===== config.mk =====
export PLATFORM = sky130hd
export DESIGN_NAME = mem_port_arbiter
export DESIGN_NICKNAME = d
export VERILOG_FILES = /design/src/rtl/mem_arb_pkg.sv /design/src/rtl/mem_arb_pick.sv /design/src/rtl/mem_port_arbiter.sv
export SDC_FILE = /design/constraint.sdc
export NUM_CORES = 1
export LEC_CHECK = 0
export CELL_PAD_IN_SITES_DETAIL_PLACEMENT = 1
export CELL_PAD_IN_SITES_GLOBAL_PLACEMENT = 1
export CORE_MARGIN = 2
export CORE_UTILIZATION = 29
export DETAILED_ROUTE_END_ITERATION = 12
export PLACE_DENSITY = 0.87
export RECOVER_POWER = 50
export SLEW_MARGIN = 25
export SYNTH_ARGS = -nofsm -noshare
export SYNTH_HDL_FRONTEND = slang
export SYNTH_SLANG_ARGS = --single-unit

===== constraint.sdc =====
create_clock -name clk -period 4.2 [get_ports clk]
set_input_delay 0.84 -clock clk [delete_from_list [all_inputs] [get_ports clk]]
set_output_delay 0.84 -clock clk [all_outputs]
set_load 0.01 [all_outputs]

===== src/rtl/mem_arb_pkg.sv =====
// mem_arb_pkg: shared widths, grant encoding and FSM states for mem_port_arbiter
package mem_arb_pkg;
  localparam int ADDR_W = 22;
  localparam int DATA_W = 32;
  localparam int NUM_PORTS = 3;
  localparam logic [1:0] GRANT_NONE = 2'b11;
  typedef enum logic {ARB_IDLE, ARB_BUSY} arb_state_t;
endpackage


===== src/rtl/mem_arb_pick.sv =====
// mem_arb_pick: lowest-index winner, with age-saturated requesters taking precedence
module mem_arb_pick
  import mem_arb_pkg::*;
(
  input  logic [NUM_PORTS-1:0] req,
  input  logic [NUM_PORTS-1:0] aged,
  output logic                 valid,
  output logic [1:0]           idx
);
  logic [NUM_PORTS-1:0] pool;
  always_comb begin
    pool = |(req & aged) ? (req & aged) : req;
    valid = |req;
    idx = pool[0] ? 2'd0 : pool[1] ? 2'd1 : 2'd2;
  end
endmodule


===== src/rtl/mem_port_arbiter.sv =====
// mem_port_arbiter: 3-port fixed-priority memory arbiter with timeout; MEM_ARB_AGING_EN adds anti-starvation aging
module mem_port_arbiter
  import mem_arb_pkg::*;
#(
  parameter int NUM_PORTS = 3,
  parameter int AGE_LIMIT = 15,
  parameter int TIMEOUT_CYC = 255
) (
  input  logic                          clk,
  input  logic                          reset_n,
  input  logic [NUM_PORTS-1:0]          m_req,
  input  logic [NUM_PORTS-1:0]          m_rw,
  input  logic [NUM_PORTS*ADDR_W-1:0]   m_addr,
  input  logic [NUM_PORTS*DATA_W-1:0]   m_wdata,
  output logic [NUM_PORTS-1:0]          m_ack,
  output logic [NUM_PORTS-1:0]          m_err,
  output logic [DATA_W-1:0]             m_rdata,
  output logic                          mc_req,
  output logic                          mc_rw,
  output logic [ADDR_W-1:0]             mc_addr,
  output logic [DATA_W-1:0]             mc_wdata,
  input  logic                          mc_ack,
  input  logic [DATA_W-1:0]             mc_rdata,
  output logic [1:0]                    grant_id,
  output logic                          busy
);
  localparam int TW = $clog2(TIMEOUT_CYC + 1);
  arb_state_t state;
  logic [TW-1:0] tcnt;
  logic [NUM_PORTS-1:0] aged;
  logic win_valid;
  logic [1:0] win_idx;
  logic timeout;
  logic rw_q;
  logic [ADDR_W-1:0] addr_q;
  logic [DATA_W-1:0] wdata_q;
  assign busy = state == ARB_BUSY;
  assign mc_req = busy;
  assign m_rdata = mc_rdata;
  assign timeout = busy && tcnt == TW'(TIMEOUT_CYC) && !mc_ack;
  mem_arb_pick u_pick (
    .req  (m_req),
    .aged (aged),
    .valid(win_valid),
    .idx  (win_idx)
  );
  // Payload follows the granted slice in BUSY and holds its last value in IDLE.
  always_comb begin
    mc_rw = rw_q;
    mc_addr = addr_q;
    mc_wdata = wdata_q;
    m_ack = '0;
    m_err = '0;
    for (int i = 0; i < NUM_PORTS; i++) begin
      if (busy && grant_id == 2'(i)) begin
        mc_rw = m_rw[i];
        mc_addr = m_addr[i*ADDR_W +: ADDR_W];
        mc_wdata = m_wdata[i*DATA_W +: DATA_W];
        m_ack[i] = mc_ack;
        m_err[i] = timeout;
      end
    end
  end
  always_ff @(posedge clk or negedge reset_n) begin
    if (!reset_n) begin
      state <= ARB_IDLE;
      grant_id <= GRANT_NONE;
      tcnt <= '0;
      rw_q <= 1'b0;
      addr_q <= '0;
      wdata_q <= '0;
    end else if (state == ARB_IDLE) begin
      if (win_valid) begin
        state <= ARB_BUSY;
        grant_id <= win_idx;
        tcnt <= '0;
      end
    end else begin
      rw_q <= mc_rw;
      addr_q <= mc_addr;
      wdata_q <= mc_wdata;
      if (mc_ack || timeout) begin
        state <= ARB_IDLE;
        grant_id <= GRANT_NONE;
      end
      if (!mc_ack && tcnt != TW'(TIMEOUT_CYC)) tcnt <= tcnt + 1'b1;
    end
  end
`ifdef MEM_ARB_AGING_EN
  localparam int AW = $clog2(AGE_LIMIT + 1);
  logic [AW-1:0] age [NUM_PORTS];
  always_ff @(posedge clk or negedge reset_n) begin
    if (!reset_n) begin
      for (int i = 0; i < NUM_PORTS; i++) age[i] <= '0;
    end else begin
      for (int i = 0; i < NUM_PORTS; i++)
        age[i] <= (!m_req[i] || grant_id == 2'(i) || (!busy && win_valid && win_idx == 2'(i))) ? '0 :
                  (age[i] == AW'(AGE_LIMIT)) ? age[i] : age[i] + 1'b1;
    end
  end
  always_comb begin
    aged = '0;
    for (int i = 0; i < NUM_PORTS; i++) aged[i] = age[i] == AW'(AGE_LIMIT);
  end
`else
  assign aged = '0;
`endif
endmodule


# Yosys cells after proc, flatten, opt, wreduce, memory -nomap -nowiden
# Cells that the tools add are included.
dict set report totals {
  inputBits 203
  output_inout_bits 97
  register_bits 66
  elab_cells 52
}
dict set report op_classes {
  n_reduce_logical 13
  n_eq_ne 6
  addsub 1
  mux 26
}
# operator count
set op_table {}
lappend op_table {{$mux W32} 3}
lappend op_table {{$mux W22} 3}
lappend op_table {{$mux W8} 3}
lappend op_table {{$mux W1} 12}
lappend op_table {{$mux W2} 5}
lappend op_table {{$add A8 B1 Y8 const B} 1}
lappend op_table {{$eq A8 B8 Y1 const B} 1}
lappend op_table {{$ne A8 B8 Y1 const B} 1}
lappend op_table {{$logic_and A1 B1 Y1} 6}
lappend op_table {{$ne A2 B1 Y1 const B} 2}
lappend op_table {{$reduce_and A2 Y1} 2}
lappend op_table {{$reduce_or A3 Y1} 1}
lappend op_table {{$eq A2 B1 Y1 const B} 1}
lappend op_table {{$eq A2 B2 Y1 const B} 1}
lappend op_table {{$logic_not A2 Y1} 1}
lappend op_table {{$reduce_bool A2 Y1} 1}
lappend op_table {{$logic_not A1 Y1} 1}
lappend op_table {{$logic_or A1 B1 Y1} 1}

# Depth between registers and ports, before layout
# Gate-level depths: netlist of the first run.
dict set report depth {
  ltp_word 6
  depth_mapped 7
  ltp_nobuf 5
}

# Modules after synthesis
# A second synthesis of the first run with hierarchy kept.
dict set report unflattened {
  hier_cells 484
  hier_area_um2 4753.3
}
# mod cells_per_inst seq_area_each_um2 instances area_each_um2
set by_module_without_submodules {}
lappend by_module_without_submodules {mem_port_arbiter 477 1654.1 1 4704.5}
lappend by_module_without_submodules {mem_arb_pick 7 0.0 1 48.8}

# Worst setup path before layout of the first run
# OpenSTA, ideal clock, no wires.
dict set report synth_timing {
  kind {input to output}
  startpoint {in mc_ack}
  endpoint {out m_err[0]}
  stages 3
  required_ps 3360
  path_buffers 0
  t_arrival_ps 1652
  setup_slack_ps 1708
  path_cell_list {nand2b_4 -> or3_1 -> nor3_1}
}
dict set report synth_between {
  elab_chain_len 3
}
# item line_no
set synth_lines {}
lappend synth_lines {{from (decl)} mem_port_arbiter.sv:22} ;# input logic mc_ack,
lappend synth_lines {{$logic_not A1 Y1} mem_port_arbiter.sv:40} ;# assign timeout = busy && tcnt == TW'(TIMEOUT_CYC) && !mc_ack;
lappend synth_lines {{$logic_and A1 B1 Y1} mem_port_arbiter.sv:40}
lappend synth_lines {{$mux W1} mem_port_arbiter.sv:55} ;# if (busy && grant_id == 2'(i)) begin
lappend synth_lines {{to (decl)} mem_port_arbiter.sv:16} ;# output logic [NUM_PORTS-1:0] m_err,
# No other way between the ends.

# Worst setup path in the final report of the first run
dict set report layout_timing {
  startpoint {reg state (netlist: busy)}
  endpoint {out m_err[0]}
}
dict set report layout_between {
  elab_chain_len 3
  word_cells_on_any_way 4
  cone_classes {1 x mux; 3 x reduce/logical}
}
# item line_no
set layout_lines {}
lappend layout_lines {{from (decl)} mem_port_arbiter.sv:28} ;# arb_state_t state;
lappend layout_lines {{from (signal assigned)} mem_port_arbiter.sv:66} ;# state <= ARB_IDLE;
lappend layout_lines {{from (signal assigned)} mem_port_arbiter.sv:74} ;# state <= ARB_BUSY;
lappend layout_lines {{from (signal assigned)} mem_port_arbiter.sv:83} ;# state <= ARB_IDLE;
lappend layout_lines {{$logic_and A1 B1 Y1 (2 in a row)} mem_port_arbiter.sv:40}
lappend layout_lines {{$mux W1 (*)} mem_port_arbiter.sv:55}
# Every way passes the cells marked *; elsewhere a longest branch is shown, timed or not.

==> results of run 1 <==
==> cell usage in the layout (no fill, tap or decap), types with 2 or more instances in the layout <==
| master | instances |
|---|---|
| nor3_1 | 6 |
| nor2_1 | 8 |
| clkdlybuf4s50_1 | 234 |
| clkbuf_8 | 3 |
| xnor2_1 | 3 |
| nand2_1 | 62 |
| o21ai_0 | 3 |
| a21o_1 | 2 |
| buf_4 | 5 |
| o22a_1 | 2 |
| inv_1 | 57 |
| clkbuf_16 | 9 |
| o21a_1 | 2 |
| mux2i_1 | 56 |
| buf_12 | 3 |
| nand3_1 | 4 |
| clkbuf_1 | 2 |
| and4_1 | 2 |
| dfrtp_1 | 63 |
| a22o_1 | 57 |
| o221ai_1 | 108 |
| nand2b_1 | 2 |
==> worst max path at each step <==
stage | slack (ps) | to | cells past startpoint
3_5_place_dp | 720 | m_err[0] | 5
3_3_place_gp | 730 | m_err[0] | 5
4_1_cts | 500 | mc_wdata[9] | 6
5_1_grt | 310 | m_err[0] | 5
2_1_floorplan | 1710 | m_err[0] | 3
6_report | 540 | m_err[0] | 5
==> area by class of cell <==
cell class | instances | area [um2]
sequential | 66 | 1660
inverter | 57 | 214
fill | 1912 | 9230
tap | 220 | 275
clock inverter | 2 | 35.0
multi-input combinational | 332 | 2570
clock buffer | 14 | 274
timing repair buffer | 243 | 2440
==> power by group through the flow <==
stage | clock network, mW | logic [mW] | registers, mW
after detailed placement | 0 | 3.74 | 1.25
after floorplan | 0 | 2.42 | 1.09
after global routing | 0.835 | 4.04 | 1.29
final | 0.783 | 3.69 | 1.24
after global placement | 0 | 3.65 | 1.23
after CTS | 0.815 | 3.75 | 1.24
==> cells by family after synthesis <==
family	count (synthesis)	share of synthesized area, %
XOR/XNOR	3	0.528
buffers and inverters	142	15.1
AO/OA/AOI/OAI	177	30.9
adder cells (fa/ha/maj)	1	0.251
AND/OR/NAND/NOR	94	8.42
multiplexers	57	11.5
flip-flops	66	33.2
==> worst max-delay path: stages (launching register included) <==
cell,delay [ps]
dfrtp_4,550
buf_4,500
nand2b_1,240
or3_1,470
nor3_1,150
clkdlybuf4s50_1,570
==> state kept, by name, indices dropped and copies added (netlist names) <==
signal and cells:
grant_id 2, rw_q 1, tcnt 8, addr_q 22, wdata_q 32, busy 1
==> metrics by stage <==
stage	power (mW)	setup WS, ps	util [%]	hold slack (ps)
2_1_floorplan	3.51	1710	-	473
5_1_grt	6.17	312	44.7	564
3_5_place_dp	4.99	725	43.0	521
6_report	5.71	536	44.7	532
3_3_place_gp	4.88	730	43.0	489
4_1_cts	5.81	504	44.9	537
==> metal layers <==
layer | GRT usage (%) | vias to the layer above
met5 | 0 | -
met4 | 5.32 | 2
met3 | 4.95 | 23
met2 | 32.7 | 166
met1 | 22.5 | 2432
li1 | - | 2370
==> results.md, run 1 <==
CTS:
- After clock tree synthesis, the repair step resized 0 gates.
- For the worst-skew pair, the clock arrives at the later sink with an insertion delay of 330 ps.
- The number of clock buffers added by TritonCTS is 9.
- In this run the post-CTS setup repair buffer count came out at 0.
- The master cell of the clock root buffer is clkbuf_16.
- The number of levels the H-tree was split into is 3.
- The number of hold buffers added after cts is 0.
- The buffer levels on the longest clock path is 2.
- The clock transition at the registers of the reported paths is 50 ps.
- The CTS tree is done.
- CTS saw 66 sinks.

Route:
- The top routing layer in use is met5.
- The detail route stage leaves a number of antenna-violating nets equal to 0.
- After detailed routing, the number of vias per cell comes to 5.35.
- After detailed routing, the met3 layer carries 1250 um of wire.
- Before antenna repair, the detailed router went through 5 iterations.
- For this run, design rule violations remaining after detail routing come to 0.
- The detailed router finished its first iteration with 198 violations.
- The wire length after detailed routing is 17100 um.
- The number of vias in the routed layout is 4993.
- In the final routed layout, each cell accounts on average for 18.3 um.
- Summed over all nets, wire length on met2 after detailed routing comes to 8440 um.
- The detailed router put a total of 7090 um of wire on met1.

Die:
- The total area inside the core boundary comes to 16700 um2.
- The floorplan step defined a die boundary enclosing 18200 um2.
- Once the floorplan was initialized, standard cells occupied 29.8% of the core.
- The count of pins on the block boundary is 300.
- The number of cell rows is 47.
- Measured along the x axis, the die boundary spans 135 um.
- The floorplan die height is 135 um.

Cells and area:
- The final net count is 913.
- The fraction of layout cells with a size suffix above 1 is 4.06%.
- The repair_antennas step left the layout with diodes totalling 0.
- The area growth from synthesis to layout is 50.1%.
- The finished layout holds 934 standard cells, fillers aside.
- The cell area after layout is 7470 um2.

Setup path:
- The kind of start point of the critical path is a flip-flop.
- The number of cell instances on the worst register-to-register path is 5.
- The critical path capture point type is an output port.
- The endpoint arrival time on the critical path is 2820 ps.
- Setup slack on the worst reg-to-reg path comes out at 1860 ps.
- In this run the critical register-to-register path is captured at tcnt[5]$_DFFE_PN0P_.
- The critical path starts at busy$_DFF_PN0_.
- In this run the critical register-to-register path is launched from busy$_DFF_PN0_.
- The peak fanout along the critical path is 53.
- The path type of the worst setup path is flip-flop to output port.
- The critical path required time is 3360 ps.

Power:
- The maximum VDD drop is 0.283 mV.
- Summed over all cells, the static leakage comes to 3.19 nW.
- The power share of the sequential group is 21.7%.
- The proportion of power drawn by combinational gates is 64.6%.
- The internal power component is 3.37 mW.
- In this run, the clock network consumes 13.7% of the power.
- For this design the ratio of total power to cell area is 765 nW/um2.
- The analysis attributes to net switching a power of 2.34 mW.
- The switching part of the total is 41.0%.

Synth:
- After synthesis, the largest area contributor takes up 32.2% of total cell area.
- The post-synth net total is 744.
- The Yosys step of the flow raised 0 warnings.
- The number of different library cells used by synthesis comes to 36.
- The cell area after synthesis is 4980 um2.
- A synthesized cell averages 9.22 um2.
- The portion of the post-synthesis area used by sequential elements is 33.2%.
- The gate count of the mapped netlist is 540.
- By count the netlist is led by o221ai_1 (108), dfrtp_1 (64), nand2_1 (62).
- In the synthesized netlist the dominant register cell turns out to be dfrtp_1.
- Synthesis inferred 66 register bits.
- The leading cell type by number of instances after synthesis is o221ai_1.
- The proportion of synthesized flip-flops having asynchronous set or reset is 100%.
- The count of flip-flops with a built-in enable after synthesis is 0.
- After synthesis, the cell types taking the most area are dfrtp_1 (32%), o221ai_1 (19%), mux2i_1 (11%), a22o_1 (10%), buf_4 (6.2%).
- The largest area contributor in the netlist is dfrtp_1.

Place:
- The placed wire-length estimate is 12300 um.
- Input and output buffers added on the ports amount to 235.
- In this run the cell area measured after placement is 7180 um2.
- The number of placed instances, taps included, is 918.
- The final weighted congestion in routability-driven placement is 0.741.

Worst hold path:
- The start point of the worst min-delay path is tcnt[7]$_DFFE_PN0P_.
- The path with the worst hold slack has its endpoint at tcnt[7]$_DFFE_PN0P_.
- The worst min-delay path category is flip-flop to flip-flop.
- Along the worst hold path, the cell count comes to 1.

Timing:
- The sum of negative setup slack is 0 ps.
- The final max-slew violation count is 67.
- The maximum achievable frequency is 0.273 GHz.
- The measured slew at the worst slew-check pin is 1750 ps.
- Between clock sinks in the finished design, the worst skew comes to 7.87 ps.
- Setup repair after global routing left no endpoint under its margin.
- The routed design could run at a clock period as short as 3660 ps.
- The fraction of the cycle the final worst path needs is 87.2%.
- Setup violations remaining at the end of the flow were counted as 0.
- Measured against its own limit, the worst slew margin works out to -17.0%.
- The number of hold violations in the final report is 0.

Global routing:
- After global routing the overflow that remains totals 0.
- The total track usage is 18.6%.
- Entering global routing, the biggest net connects 67 pins.
- The number of global-route vias before repair came to 5291.
- The first global-routing pass estimated 27100 um of wire.
- The number of antenna violations at the first check in global routing was 1.

Status:
- The flow ran to the end, but the final reports show violations.
- The checks that failed: max-capacitance violations, max-slew violations.

Job:
- The max-cap check violation count is 1.
(Power assumes the default switching activity.)
==> run 2, diff against run 1 <==
CORE_ASPECT_RATIO = 0.8   (was default)
==> run 2 against run 1 <==
The flow still finishes with violations (max-capacitance violations, max-slew violations). Cell area about the same. Setup slack better by 170 ps. Worst hold slack worse by 12 ps. Core utilization up 0.14 points. Flip-flop and latch count unchanged. Count of clock-buffer cells in the layout down 1. Sequential power down 7%. Die area about the same. Power up 0.31%.
==> results.md, run 2 (same netlist as run 1, synthesis figures left out) <==
Status:
- The flow ran to the end, but the final reports show violations.
- The checks that failed: max-capacitance violations, max-slew violations.

Timing:
- The measured slew at the worst slew-check pin is 1790 ps (+36.6 ps).
- The sum of negative setup slack is 0 ps (unchanged).
- The maximum achievable frequency was 0.286 GHz (+4.8%).
- The fraction of the cycle the final worst path needs is 83.2% (-4.0 points).
- The relative slew slack was -19.4% (-2.4 points).
- The number of hold violations in the final report is 0 (unchanged).
- Setup repair after global routing left no endpoint under its margin.
- The final count of negative-setup-slack endpoints was 0 (unchanged).
- The clock period minus final worst setup slack is 3500 ps (-168 ps).
- The final clock skew is 11.4 ps (+3.57 ps).
- The final max-slew violation count is 67 (unchanged).
- The worst hold margin came to 520 ps (-12.1 ps).

Setup path:
- By startpoint and endpoint, the worst setup path is classified as input pin to output port.
- The peak fanout along the critical path came to 6 (-89%).
- The endpoint arrival time on the critical path is 2660 ps (-160 ps).
- The critical path required time is 3360 ps (about the same).
- STA classifies the critical path startpoint as an input pin.
- The critical path capture point type is an output port.

Cells and area:
- The number of antenna cells inserted is 0 (unchanged).
- The number of filler instances in the final layout is 1906 (-0.31%).
- The multi-input gate area in the final layout is 2580 um2 (+0.73%).
- The final net count came to 914 (+0.11%).
- The largest registers in the layout are wdata_q (32), addr_q (22), tcnt (8).
- In the layout the commonest cells are clkdlybuf4s50_1 (234), o221ai_1 (108), dfrtp_1 (63), nand2_1 (62).
- Counting flops per register, the top entry is wdata_q.
- Leaving out fill and tap cells, the most frequent cell in the layout is clkdlybuf4s50_1.
- The flip-flop count of the largest register after layout is 32 (unchanged).
- The area taken by flip-flops and latches is 1660 um2 (-0.23%).
- The synthesis-to-finish area growth was 50.2% (about the same).
- The fraction of layout cells with a size suffix above 1 is 4.20% (+0.13 points).

Global routing:
- The leftover overflow at the end of global routing is 0 (unchanged).
- The first-pass GRT wire length is 26900 um (-0.79%).
- The number of antenna violations at the first check in global routing is 0 (-1).
- The maximum number of pins on one net before global-route repair was 74 (+10%).
- The total track usage is 18.8% (+0.14 points).
- The number of global-route vias before repair came to 5235 (-1.1%).

CTS:
- The clock net sink count was 66 (unchanged).
- In this run the clock root is driven by a clkbuf_16.
- The source-to-sink clock delay at the later pin of the worst-skew pair is 340 ps (about the same).
- The number of levels the H-tree was split into is 3 (unchanged).
- The buffer levels on the longest clock path is 2 (unchanged).
- The number of hold buffers added after cts is 0 (unchanged).
- The count of buffers added by post-CTS timing repair for setup came to 0 (unchanged).
- TritonCTS built the clock tree.
- The number of buffers created by CTS is 9 (unchanged).
- The clock transition at the registers of the reported paths is 60 ps (about the same).
- The number of gates given a new drive strength after cts was 0 (unchanged).

Die:
- The placeable core area is 16700 um2 (-0.25%).
- The area of the die is 18200 um2 (about the same).
- The overall die width is 150 um (+11%).
- The floorplan die height is 121 um (-10%).
- The starting density of the core was 29.9% (+0.076 points).
- The number of cell rows is 42 (-11%).
- The count of pins on the block boundary is 300 (unchanged).

Route:
- The wire length after detailed routing is 17300 um (+1.6%).
- Signal routing reaches up to met4.
- The number of iterations in the first detailed-routing pass is 4 (-1).
- The detailed route wirelength on metal3 is 1510 um (+20%).
- The wire length per cell came to 18.5 um (+1.4%).
- The wire length on met1 is 7240 um (+2.1%).
- The post-detailed-route via-to-cell ratio is 5.48 (+2.5%).
- The number of vias in the routed layout is 5121 (+2.6%).
- The number of DRC markers after the initial detailed-route iteration is 175 (-12%).
- The antenna violation net count after detailed routing is 0 (unchanged).
- The detailed-route DRC error count is 0 (unchanged).
- The amount of wire on met2 after detailed routing is 8410 um (-0.39%).

Worst hold path:
- The worst min-delay path category is flip-flop to flip-flop.

Power:
- The static leakage power is 3.19 nW (+0.17%).
- The power density over the cells came to 767 nW/um2 (+0.26%).
- The maximum VDD drop is 0.395 mV (+40%).

Place:
- The placed wire-length estimate is 12500 um (+1.4%).
- The final weighted congestion in routability-driven placement is 0.764 (+3.1%).
- The count of port buffers added during placement was 235 (unchanged).

Job:
- The max-cap check violation count came to 1 (unchanged).
## run 2: final cells by class
type | count | share of cell area (%)
Timing Repair Buffer | 244 | 32.8
Inverter | 57 | 2.86
Clock buffer | 13 | 3.35
Sequential cell | 66 | 22.2
Multi-Input combinational cell | 332 | 34.6
Clock inverter | 3 | 0.536
Tap cell | 220 | 3.68
## run 2: metrics by stage
stage               util, %  std cells  worst slack [ps]  instance area (um2)  total power [mW]
finish                 44.9        935               704                 7470              5.73
global route           44.9        935               652                 7470              6.17
CTS                    44.9        935               691                 7480              5.81
detailed placement     43.2        919               686                 7190              5.02
global placement       43.2        919               747                 7190              4.92
floorplan                 -        540              1710                 4980              3.51
## run 2: power breakdown
| part | switching, mW | leakage (nW) | internal, mW | total, mW |
|---|---|---|---|---|
| sequential | 0.192 | 0.805 | 0.955 | 1.15 |
| combinational | 1.91 | 2.25 | 1.91 | 3.83 |
| clock | 0.282 | 0.144 | 0.475 | 0.756 |
## run 2: per-layer routing
layer	global-route usage, %	vias up
li1	-	2375
met4	4.42	0
met3	6.73	15
met2	32.4	186
met5	0	-
met1	22.3	2545
## run 2: worst max-delay path: stages
cell and delay [ps]:
clkdlybuf4s50_1 460, nand2b_4 180, or3_1 430, nor3_1 170, clkdlybuf4s50_1 570
## run 2: worst paths after layout
path                                        startpoint                endpoint  slack (ps)  depth (start not counted)
worst min register to register  addr_q[20]$_DFFE_PN0P_  addr_q[20]$_DFFE_PN0P_         520                          1
worst max-delay path                            mc_ack                m_err[0]         700                          5
worst max register to register          busy$_DFF_PN0_     tcnt[5]$_DFFE_PN0P_        2320                          4
worst min-delay path            addr_q[20]$_DFFE_PN0P_  addr_q[20]$_DFFE_PN0P_         520                          1
max in group asynchronous                      reset_n          busy$_DFF_PN0_        1960                          1
min in group asynchronous                      reset_n     tcnt[0]$_DFFE_PN0P_         970                          1
